### src/rtl/alu_decode_stage.sv
// RV32I decode stage: turns an instruction word into the ALU/EX control bundle.
// An output register plus one skid entry give full throughput behind a registered in_ready.
module alu_decode_stage #(
    parameter  int unsigned DWIDTH      = 32,
    localparam int unsigned ALUOP_WIDTH = 4
) (
    input  logic                   clk,
    input  logic                   rst,
    input  logic                   in_valid,
    output logic                   in_ready,
    input  logic [31:0]            in_inst,
    input  logic [DWIDTH-1:0]      in_pc,
    input  logic                   flush,
    output logic                   out_valid,
    input  logic                   out_ready,
    output logic [ALUOP_WIDTH-1:0] out_alu_op,
    output logic                   out_a_sel,
    output logic                   out_b_sel,
    output logic [DWIDTH-1:0]      out_imm,
    output logic [DWIDTH-1:0]      out_pc,
    output logic [4:0]             out_rs1,
    output logic [4:0]             out_rs2,
    output logic [4:0]             out_rd,
    output logic                   out_reg_we,
    output logic                   out_illegal
);

    localparam logic [ALUOP_WIDTH-1:0] ALU_ADD  = 4'd0;
    localparam logic [ALUOP_WIDTH-1:0] ALU_SUB  = 4'd1;
    localparam logic [ALUOP_WIDTH-1:0] ALU_SLL  = 4'd2;
    localparam logic [ALUOP_WIDTH-1:0] ALU_SLT  = 4'd3;
    localparam logic [ALUOP_WIDTH-1:0] ALU_SLTU = 4'd4;
    localparam logic [ALUOP_WIDTH-1:0] ALU_XOR  = 4'd5;
    localparam logic [ALUOP_WIDTH-1:0] ALU_SRL  = 4'd6;
    localparam logic [ALUOP_WIDTH-1:0] ALU_SRA  = 4'd7;
    localparam logic [ALUOP_WIDTH-1:0] ALU_OR   = 4'd8;
    localparam logic [ALUOP_WIDTH-1:0] ALU_AND  = 4'd9;
    localparam logic [ALUOP_WIDTH-1:0] ALU_B    = 4'd10;

    typedef struct packed {
        logic [ALUOP_WIDTH-1:0] alu_op;
        logic                   a_sel;
        logic                   b_sel;
        logic [DWIDTH-1:0]      imm;
        logic [DWIDTH-1:0]      pc;
        logic [4:0]             rs1;
        logic [4:0]             rs2;
        logic [4:0]             rd;
        logic                   reg_we;
        logic                   illegal;
    } bundle_t;

    logic [6:0]             w_opcode;
    logic [2:0]             w_f3;
    logic [6:0]             w_f7;
    logic [ALUOP_WIDTH-1:0] w_f3_op;
    logic [DWIDTH-1:0]      w_imm_i, w_imm_s, w_imm_b, w_imm_u, w_imm_j, w_imm_sh;
    bundle_t                w_dec;

    bundle_t r_out;
    bundle_t r_skid;
    logic    r_out_valid;
    logic    r_skid_valid;
    logic    r_in_ready;

    logic w_accept;
    logic w_out_fire;

    assign w_opcode = in_inst[6:0];
    assign w_f3     = in_inst[14:12];
    assign w_f7     = in_inst[31:25];

    assign w_imm_i  = {{(DWIDTH-12){in_inst[31]}}, in_inst[31:20]};
    assign w_imm_s  = {{(DWIDTH-12){in_inst[31]}}, in_inst[31:25], in_inst[11:7]};
    assign w_imm_b  = {{(DWIDTH-12){in_inst[31]}}, in_inst[7], in_inst[30:25], in_inst[11:8], 1'b0};
    assign w_imm_u  = {{(DWIDTH-32){in_inst[31]}}, in_inst[31:12], 12'b0};
    assign w_imm_j  = {{(DWIDTH-20){in_inst[31]}}, in_inst[19:12], in_inst[20], in_inst[30:21], 1'b0};
    // Shift-immediates carry only the shift amount; inst[31:25] is funct7 there.
    assign w_imm_sh = {{(DWIDTH-5){1'b0}}, in_inst[24:20]};

    always_comb begin
        w_f3_op = ALU_ADD;
        case (w_f3)
            3'd0: w_f3_op = ALU_ADD;
            3'd1: w_f3_op = ALU_SLL;
            3'd2: w_f3_op = ALU_SLT;
            3'd3: w_f3_op = ALU_SLTU;
            3'd4: w_f3_op = ALU_XOR;
            3'd5: w_f3_op = ALU_SRL;
            3'd6: w_f3_op = ALU_OR;
            3'd7: w_f3_op = ALU_AND;
            default: w_f3_op = ALU_ADD;
        endcase
    end

    always_comb begin
        w_dec        = '0;
        w_dec.alu_op = ALU_ADD;
        w_dec.pc     = in_pc;
        w_dec.rs1    = in_inst[19:15];
        w_dec.rs2    = in_inst[24:20];
        w_dec.rd     = in_inst[11:7];
        case (w_opcode)
            7'h33: begin
                w_dec.reg_we = 1'b1;
                if (w_f7 == 7'h00)                       w_dec.alu_op = w_f3_op;
                else if (w_f7 == 7'h20 && w_f3 == 3'd0)  w_dec.alu_op = ALU_SUB;
                else if (w_f7 == 7'h20 && w_f3 == 3'd5)  w_dec.alu_op = ALU_SRA;
                else                                     w_dec.illegal = 1'b1;
            end
            7'h13: begin
                w_dec.reg_we = 1'b1;
                w_dec.b_sel  = 1'b1;
                w_dec.alu_op = w_f3_op;
                w_dec.imm    = w_imm_i;
                if (w_f3 == 3'd1) begin
                    w_dec.imm = w_imm_sh;
                    if (w_f7 != 7'h00) w_dec.illegal = 1'b1;
                end else if (w_f3 == 3'd5) begin
                    w_dec.imm = w_imm_sh;
                    if (w_f7 == 7'h20)      w_dec.alu_op  = ALU_SRA;
                    else if (w_f7 != 7'h00) w_dec.illegal = 1'b1;
                end
            end
            7'h37: begin
                w_dec.alu_op = ALU_B;
                w_dec.b_sel  = 1'b1;
                w_dec.imm    = w_imm_u;
                w_dec.reg_we = 1'b1;
            end
            7'h17: begin
                w_dec.a_sel  = 1'b1;
                w_dec.b_sel  = 1'b1;
                w_dec.imm    = w_imm_u;
                w_dec.reg_we = 1'b1;
            end
            7'h03: begin
                w_dec.b_sel  = 1'b1;
                w_dec.imm    = w_imm_i;
                w_dec.reg_we = 1'b1;
            end
            7'h23: begin
                w_dec.b_sel = 1'b1;
                w_dec.imm   = w_imm_s;
            end
            7'h6F: begin
                w_dec.a_sel  = 1'b1;
                w_dec.b_sel  = 1'b1;
                w_dec.imm    = w_imm_j;
                w_dec.reg_we = 1'b1;
            end
            7'h67: begin
                w_dec.b_sel   = 1'b1;
                w_dec.imm     = w_imm_i;
                w_dec.reg_we  = 1'b1;
                w_dec.illegal = (w_f3 != 3'd0);
            end
            7'h63: begin
                w_dec.a_sel = 1'b1;
                w_dec.b_sel = 1'b1;
                w_dec.imm   = w_imm_b;
            end
            default: w_dec.illegal = 1'b1;
        endcase
        // Undecodable words collapse to a harmless ADD with no side effects.
        if (w_dec.illegal) begin
            w_dec.alu_op = ALU_ADD;
            w_dec.a_sel  = 1'b0;
            w_dec.b_sel  = 1'b0;
            w_dec.imm    = '0;
            w_dec.reg_we = 1'b0;
        end
        if (w_dec.rd == 5'd0) w_dec.reg_we = 1'b0;
    end

    assign w_accept   = in_valid && r_in_ready;
    assign w_out_fire = r_out_valid && out_ready;

    // Output register + skid entry; in_ready mirrors skid emptiness one cycle late.
    always_ff @(posedge clk or posedge rst) begin
        if (rst) begin
            r_out        <= '0;
            r_skid       <= '0;
            r_out_valid  <= 1'b0;
            r_skid_valid <= 1'b0;
            r_in_ready   <= 1'b1;
        end else if (flush) begin
            r_out_valid  <= 1'b0;
            r_skid_valid <= 1'b0;
            r_in_ready   <= 1'b1;
        end else if (w_out_fire && r_skid_valid) begin
            r_out        <= r_skid;
            r_skid_valid <= 1'b0;
            r_in_ready   <= 1'b1;
        end else if (w_accept) begin
            if (!r_out_valid || out_ready) begin
                r_out       <= w_dec;
                r_out_valid <= 1'b1;
            end else begin
                r_skid       <= w_dec;
                r_skid_valid <= 1'b1;
                r_in_ready   <= 1'b0;
            end
        end else if (w_out_fire) begin
            r_out_valid <= 1'b0;
        end
    end

    assign in_ready    = r_in_ready;
    assign out_valid   = r_out_valid;
    assign out_alu_op  = r_out.alu_op;
    assign out_a_sel   = r_out.a_sel;
    assign out_b_sel   = r_out.b_sel;
    assign out_imm     = r_out.imm;
    assign out_pc      = r_out.pc;
    assign out_rs1     = r_out.rs1;
    assign out_rs2     = r_out.rs2;
    assign out_rd      = r_out.rd;
    assign out_reg_we  = r_out.reg_we;
    assign out_illegal = r_out.illegal;

endmodule

### config.mk
export PLATFORM = sky130hd
export DESIGN_NAME = alu_decode_stage
export DESIGN_NICKNAME = d
export VERILOG_FILES = /design/src/rtl/alu_decode_stage.sv
export SDC_FILE = /design/constraint.sdc
export NUM_CORES = 1
export LEC_CHECK = 0
export BUFFER_PORTS_ARGS = -buffer_cell sky130_fd_sc_hd__buf_2
export CAP_MARGIN = 20
export CORE_MARGIN = 5
export CORE_UTILIZATION = 40
export CTS_CLUSTER_SIZE = 20
export DETAILED_ROUTE_END_ITERATION = 8
export PLACE_DENSITY = 0.7
export SLEW_MARGIN = 0
export SYNTH_ARGS = -nofsm -noshare
export SYNTH_HDL_FRONTEND = slang
export SYNTH_SLANG_ARGS = --single-unit
export TNS_END_PERCENT = 20
### constraint.sdc
create_clock -name clk -period 15.47 [get_ports clk]
set_clock_uncertainty 0.05 [all_clocks]
set_input_delay 1.547 -clock clk [delete_from_list [all_inputs] [get_ports clk]]
set_output_delay 1.547 -clock clk [all_outputs]
set_load 0.01 [all_outputs]
==> run summary, run 1 <==
worst hold path class: register to register
Vias/cell: 5.435
crit share post-route: 0.2585
hold path depth: 2
r2r setup slk: 12.56 ns
largest net degree at the start of global routing: 99
Clock Tree Buf Depth: 2
final setup fails: 0
DRC: 0
# hold bufs at CTS: 0
register bit total from synthesis: 177
adder-cell share of the synthesized area: 0.006247
r2r worst-path depth: 6
DP Wirelength: 13.99 mm
f_max: 250.1 MHz
# fillers: 1831
area delta synth->final: 18.71%
wire per inst: 17.63 um
Max VDD drop: 0.06649 mV
vias in the first global route: 6294
Yosys cell types: 54
max cap viols: 0
first-pass GRT wire length: 34.11 mm
antenna violations before repair: 2
Worst Setup End Kind: register
mux share of post-synthesis cell area: 0.06731
placed cell area: 0.008922 mm2
WL final: 21.46 mm
Least-Margin Pin Slew: 1.068 ns
Pleak: 0.004318 uW
Final Hold Viols: 0
share of layout cells above drive strength 1: 0.2726
CTS tree: yes
Critical R2R Launch: out_valid
detailed-router iteration count before antenna repair: 5
Tmin final: 3.999 ns
# clock sinks: 177
Syn. warnings: 0
synthesized instance count: 819
Post-DRT Antenna Nets: 0
IO Count: 158
Vias: 6615
RSZ-0062 raised after global routing: false
top post-synthesis cells by area: dfrtp_1 55%, nand2_1 6.7%, mux2_2 6.6%
Power Dens Cells: 126.2 mW/mm2
mean post-synth cell area: 9.782 um2
CP Launch Point: in_inst[25]
Final Non-Filler Cells: 1217
Core Region: 0.01959 mm2
Clock transition at path regs: 0.06 ns
Hold EP: r_skid[86]
row cnt: 51
post-synth top area share: 0.5497
Post-synth EDFFs: 0
RD Place Congestion: 0.8722
sequential-to-total area share from yosys stat: 0.5530
hold path start: r_skid[86]
CTS HTree Levels: 4
CTS Buf Count: 17
nets@finish: 1010
CP arrival: 4.27 ns
Post-Syn Nets: 892
reg-to-reg endpoint: out_illegal
final instance area: 0.009510 mm2
Die ar.: 0.02296 mm2
WP data required: 15.75 ns
Post-CTS Setup Bufs: 0
clk root buf: clkbuf_16
FFs w/ async S/R, synth: 1.000
Synth Area in Simple Gates: 0.1584
Yosys top cell by area: dfrtp_1
Initial Util: 0.4090
post-route setup TNS: 0 ns
Post-synth top flop: dfrtp_1
post-synthesis compound-gate area fraction: 0.1743
Final Max Slew Viols: 0
IO Port Bufs: 157
Horiz. Die Dim: 151.5 um
DR iter-0 viols: 447
Synth Area in XOR/XNOR: 0.001093
kind of critical path: input port to register
type of origin of the critical path: input port
Placed Cells: 1182
relative slew slack: 0.2880
synthesized cell area: 0.008011 mm2
die height: 151.5 um
total gr overflow: 0
largest family of logic cells by synthesized area: compound AO/OA/AOI/OAI gates
Skew-Pair Late Insertion Delay: 0.42 ns
status: completed
crit-path max FO: 25
total track usage: 0.1889
CTS resizes: 0
[worst max-delay path: stages]
cell	delay, ns
buf_2	0.12
or4_1	0.67
or3_4	0.44
a32o_2	0.37
or3_1	0.79
o22ai_1	0.32
[cells in the final DEF (no fill, tap or decap), types with 2 or more instances in the layout]
cell / count
or3_1: 4
and3b_1: 4
nor2b_1: 6
nand3_1: 5
a22oi_1: 4
a31oi_1: 51
buf_2: 157
o22ai_1: 21
nand2b_1: 2
nor2_1: 87
diode_2: 2
mux2_2: 47
ha_1: 4
o21a_1: 2
o31ai_1: 5
o21ai_1: 19
clkinv_4: 4
o21ai_0: 21
o41ai_1: 2
or2_2: 2
clkbuf_16: 17
inv_1: 6
inv_6: 6
a221o_1: 7
and2_1: 3
dfrtp_1: 176
a21oi_1: 66
o22ai_2: 5
clkbuf_8: 2
a22o_1: 8
or4_1: 4
buf_4: 6
clkinvlp_4: 2
nand2_1: 143
a32oi_1: 2
nor3_1: 9
and3_1: 13
[per-stage QoR]
step | total power, uW | utilization | hold WS (ns) | setup WS (ns)
after global placement | 796.7 | 0.4555 | 0.4056 | 11.08
after global routing | 1265 | 0.4853 | 0.4535 | 11.40
final | 1200 | 0.4855 | 0.4361 | 11.47
after CTS | 1213 | 0.4838 | 0.4328 | 11.49
after floorplan | 712.2 | - | 0.3903 | 9.073
after detailed placement | 805.7 | 0.4555 | 0.4154 | 11.04
[per-layer routing]
layer  vias to the layer above  global-route usage  wire, um
met4                         2             0.04447       273
li1                       3133                   -         -
met5                         -                   0         7
met2                       243              0.2921     10020
met1                      3215              0.2669      9442
met3                        22             0.05116      1721
[cells by family (layout without fill, tap and decap cells)]
kind of cell,count (synthesis),after routing
xor gates and xnor gates,1,1
AOI/OAI and AO/OA,224,224
adders and majority gates,4,4
and+or+nand+nor,293,293
DFF,177,177
other,0,2
buffers and inverters,72,203
muxes,48,48
[worst max path at each step]
stage / endpoint / slack [ns] / cells past startpoint
final: out_imm[14] / 11.47 / 6
after global routing: out_imm[14] / 11.40 / 6
after CTS: out_imm[14] / 11.49 / 6
after detailed placement: out_imm[31] / 11.04 / 6
after global placement: out_imm[15] / 11.08 / 6
after floorplan: out_a_sel / 9.07 / 1
[cells in the mapped netlist (5+ instances only)]
master / number
dfrtp_1: 176
nand2_1: 144
nor2_1: 87
a21oi_1: 66
a31oi_1: 51
clkbuf_1: 47
mux2_2: 47
o21ai_0: 21
o22ai_1: 21
o21ai_1: 19
and3_1: 14
buf_1: 10
nor3_1: 9
a22o_1: 8
a221o_1: 7
inv_1: 7
buf_6: 6
nand3_1: 6
nor2b_1: 6
o22ai_2: 5
o31ai_1: 5
[power by group]
part | total, uW | switching, uW | leakage [uW] | internal [uW]
Clock | 405 | 188 | 0.000268 | 218
Combinational | 211 | 115 | 0.00187 | 96.1
Sequential | 583 | 42.2 | 0.00218 | 541
[flip-flops by register name, indices dropped and copies added, names as in the netlist]
| register | flops |
|---|---|
| in_ready | 1 |
| out_a_sel | 1 |
| out_alu_op | 4 |
| out_b_sel | 1 |
| out_illegal | 1 |
| out_imm | 32 |
| out_pc | 32 |
| out_rd | 5 |
| out_reg_we | 1 |
| out_rs1 | 5 |
| out_rs2 | 5 |
| out_valid | 1 |
| r_skid | 87 |
| r_skid_valid | 1 |
[final cells by class]
cell class,instances,area [um2],area share
Sequential cell,177,4431,0.4659
Multi-Input combinational cell,570,3298,0.3468
Timing Repair Buffer,164,858.3,0.09025
Clock buffer,20,456.7,0.04802
Tap cell,265,331.6,0.03486
Clock inverter,12,98.84,0.01039
Inverter,7,31.28,0.003289
Antenna cell,2,5.005,0.0005262
Power figures use the tool's default switching activity.
==> run 2: changes to the inputs <==
--- a/config.mk
+++ b/config.mk
@@ -11,7 +11,7 @@
 export CORE_UTILIZATION = 40
 export CTS_CLUSTER_SIZE = 20
 export DETAILED_ROUTE_END_ITERATION = 8
-export PLACE_DENSITY = 0.7
+export PLACE_DENSITY = 0.72
 export SLEW_MARGIN = 0
 export SYNTH_ARGS = -nofsm -noshare
 export SYNTH_HDL_FRONTEND = slang
==> constraint.sdc (replaced) <==
create_clock -name clk -period 3.41 [get_ports clk]
set_clock_uncertainty 0.05 [all_clocks]
set_input_delay 0.341 -clock clk [delete_from_list [all_inputs] [get_ports clk]]
set_output_delay 0.341 -clock clk [all_outputs]
set_load 0.01 [all_outputs]
==> run 2 against run 1 <==
Cell count is 0.25% higher. Critical path type unchanged. Highest routed layer unchanged. Non-clock buffer count is 7 higher. Critical endpoint is now out_imm[31]. Register-to-register slack worse by 12 ns. Sequential power grew to 4.5 times the previous value. Flip-flop and latch count stayed put. Clock power grew to 4.9 times the previous value.
==> run summary, run 2 (same netlist as run 1, synthesis figures left out) <==
routed wl met2: 9.783 mm
# clock sinks: 177
Vias/cell: 5.406
DP Wirelength: 14.25 mm
total track usage: 0.1896
Clock Tree Buf Depth: 2
Tmin final: 2.476 ns
f_max: 403.9 MHz
antenna violations before repair: 1
n_diodes: 0
Finished Core Util: 0.4915
max layer used: met5
post-route setup TNS: 0 ns
status: completed
Final Power: 5599 uW
crit share post-route: 0.7260
Worst Setup End Kind: register
Final Max Slew Viols: 0
Reg area: 0.004431 mm2
crit-path cells: buf_2 -> or4_1 -> or3_4 -> a32o_2 -> or3_1 -> buf_4 -> o22ai_1
Post-DRT Antenna Nets: 0
hold_ws: 0.06140 ns
total gr overflow: 0
Post-CTS Setup Bufs: 0
most frequent cells in the layout: 176 x dfrtp_1, 157 x buf_2, 143 x nand2_1, 87 x nor2_1, 66 x a21oi_1
Clock transition at path regs: 0.07 ns
# hold bufs at CTS: 0
RD Place Congestion: 0.9303
WP data required: 3.69 ns
clk root buf: clkbuf_16
Final Hold Viols: 0
IO Port Bufs: 157
final setup fails: 0
kind of critical path: input port to register
CTS HTree Levels: 4
metal3 WL: 1.582 mm
CTS resizes: 0
area delta synth->final: 20.19%
worst hold path class: input port to asynchronous set/reset pin
IO Count: 158
row cnt: 51
Horiz. Die Dim: 151.5 um
die height: 151.5 um
M1 WL: 9.823 mm
Pleak: 0.004372 uW
wire per inst: 17.71 um
# fillers: 1861
Most flops, register: r_skid
share of layout cells above drive strength 1: 0.2764
first-pass GRT wire length: 34.20 mm
highest-delay cell along the critical path: or4_1
Initial Util: 0.4090
nets@finish: 1017
DRC: 0
detailed-router iteration count before antenna repair: 5
crit-path max FO: 25
largest net degree at the start of global routing: 137
RSZ-0062 raised after global routing: false
commonest non-fill, non-tap cell in the layout: dfrtp_1
r2r setup slk: 1.06 ns
relative slew slack: 0.3430
max reg flops: 87
Skew-Pair Late Insertion Delay: 0.42 ns
max cap viols: 0
cell family with most CP delay: simple AND/OR/NAND/NOR gates
Core Region: 0.01959 mm2
crit path buf inv count: 2
Power Dens Cells: 581.4 mW/mm2
Vias: 6595
DR iter-0 viols: 383
CTS Buf Count: 17
type of origin of the critical path: input port
WL final: 21.61 mm
Max VDD drop: 0.3312 mV
vias in the first global route: 6377
area occupied by multi-input gates: 0.003298 mm2
Least-Margin Pin Slew: 0.9855 ns
CTS tree: yes
Die ar.: 0.02296 mm2
CP arrival: 2.76 ns
max incr delay on CP: 0.64 ns
## run 2: cell types whose count changed in the layout (fill, tap and decap cells not counted), moves of 2 or more
cell | before | now
inv_6 | 6 | 1
bufinv_16 | 0 | 3
clkbuf_8 | 2 | 0
buf_12 | 0 | 3
diode_2 | 2 | 0
buf_4 | 6 | 10
## run 2: cell type report
class                   count  share of cell area
clock buffers              18             0.04457
clock inverters            12             0.01676
inverters                   7            0.003119
multi-input cells         570              0.3425
flip-flops and latches    177              0.4601
well taps                 265             0.03443
repair buffers            171             0.09849
## run 2: layer usage
metal	global-route usage	vias to the layer above
met5	0	-
met4	0.06244	2
met3	0.04313	30
met2	0.2887	249
met1	0.2695	3171
li1	-	3143
## run 2: path summary, 6_finish.rpt
check	start	end	cells past startpoint
max in group asynchronous	rst	out_rs2[4]	3
worst min register to register	r_skid[83]	r_skid[83]	2
min in group clk	in_pc[13]	r_skid[30]	2
worst max-delay path	in_inst[25]	out_imm[31]	7
worst min-delay path	rst	out_pc[4]	3
worst max register to register	out_valid	r_skid[58]	6
## run 2: power by group
part,switching (uW),internal (uW)
Clock,834,1150
Combinational,523,443
Sequential,190,2460
Total,1550,4050
## run 2: metrics by stage
stage	cell area (um2)	worst slack (ns)	std cells
6_report	9629	0.9344	1220
5_1_grt	9629	0.8743	1220
4_1_cts	9602	0.9691	1219
3_5_place_dp	9011	0.5149	1189
3_3_place_gp	9011	0.5768	1189
2_1_floorplan	8015	0.7532	819
## run 2: worst reg2reg max path, stage by stage (launching register included)
cell	delay [ns]
dfrtp_1	0.57
nand2_1	0.13
nor3_1	0.29
nand2_4	0.31
buf_4	0.31
nor3_2	0.44
a22o_1	0.21
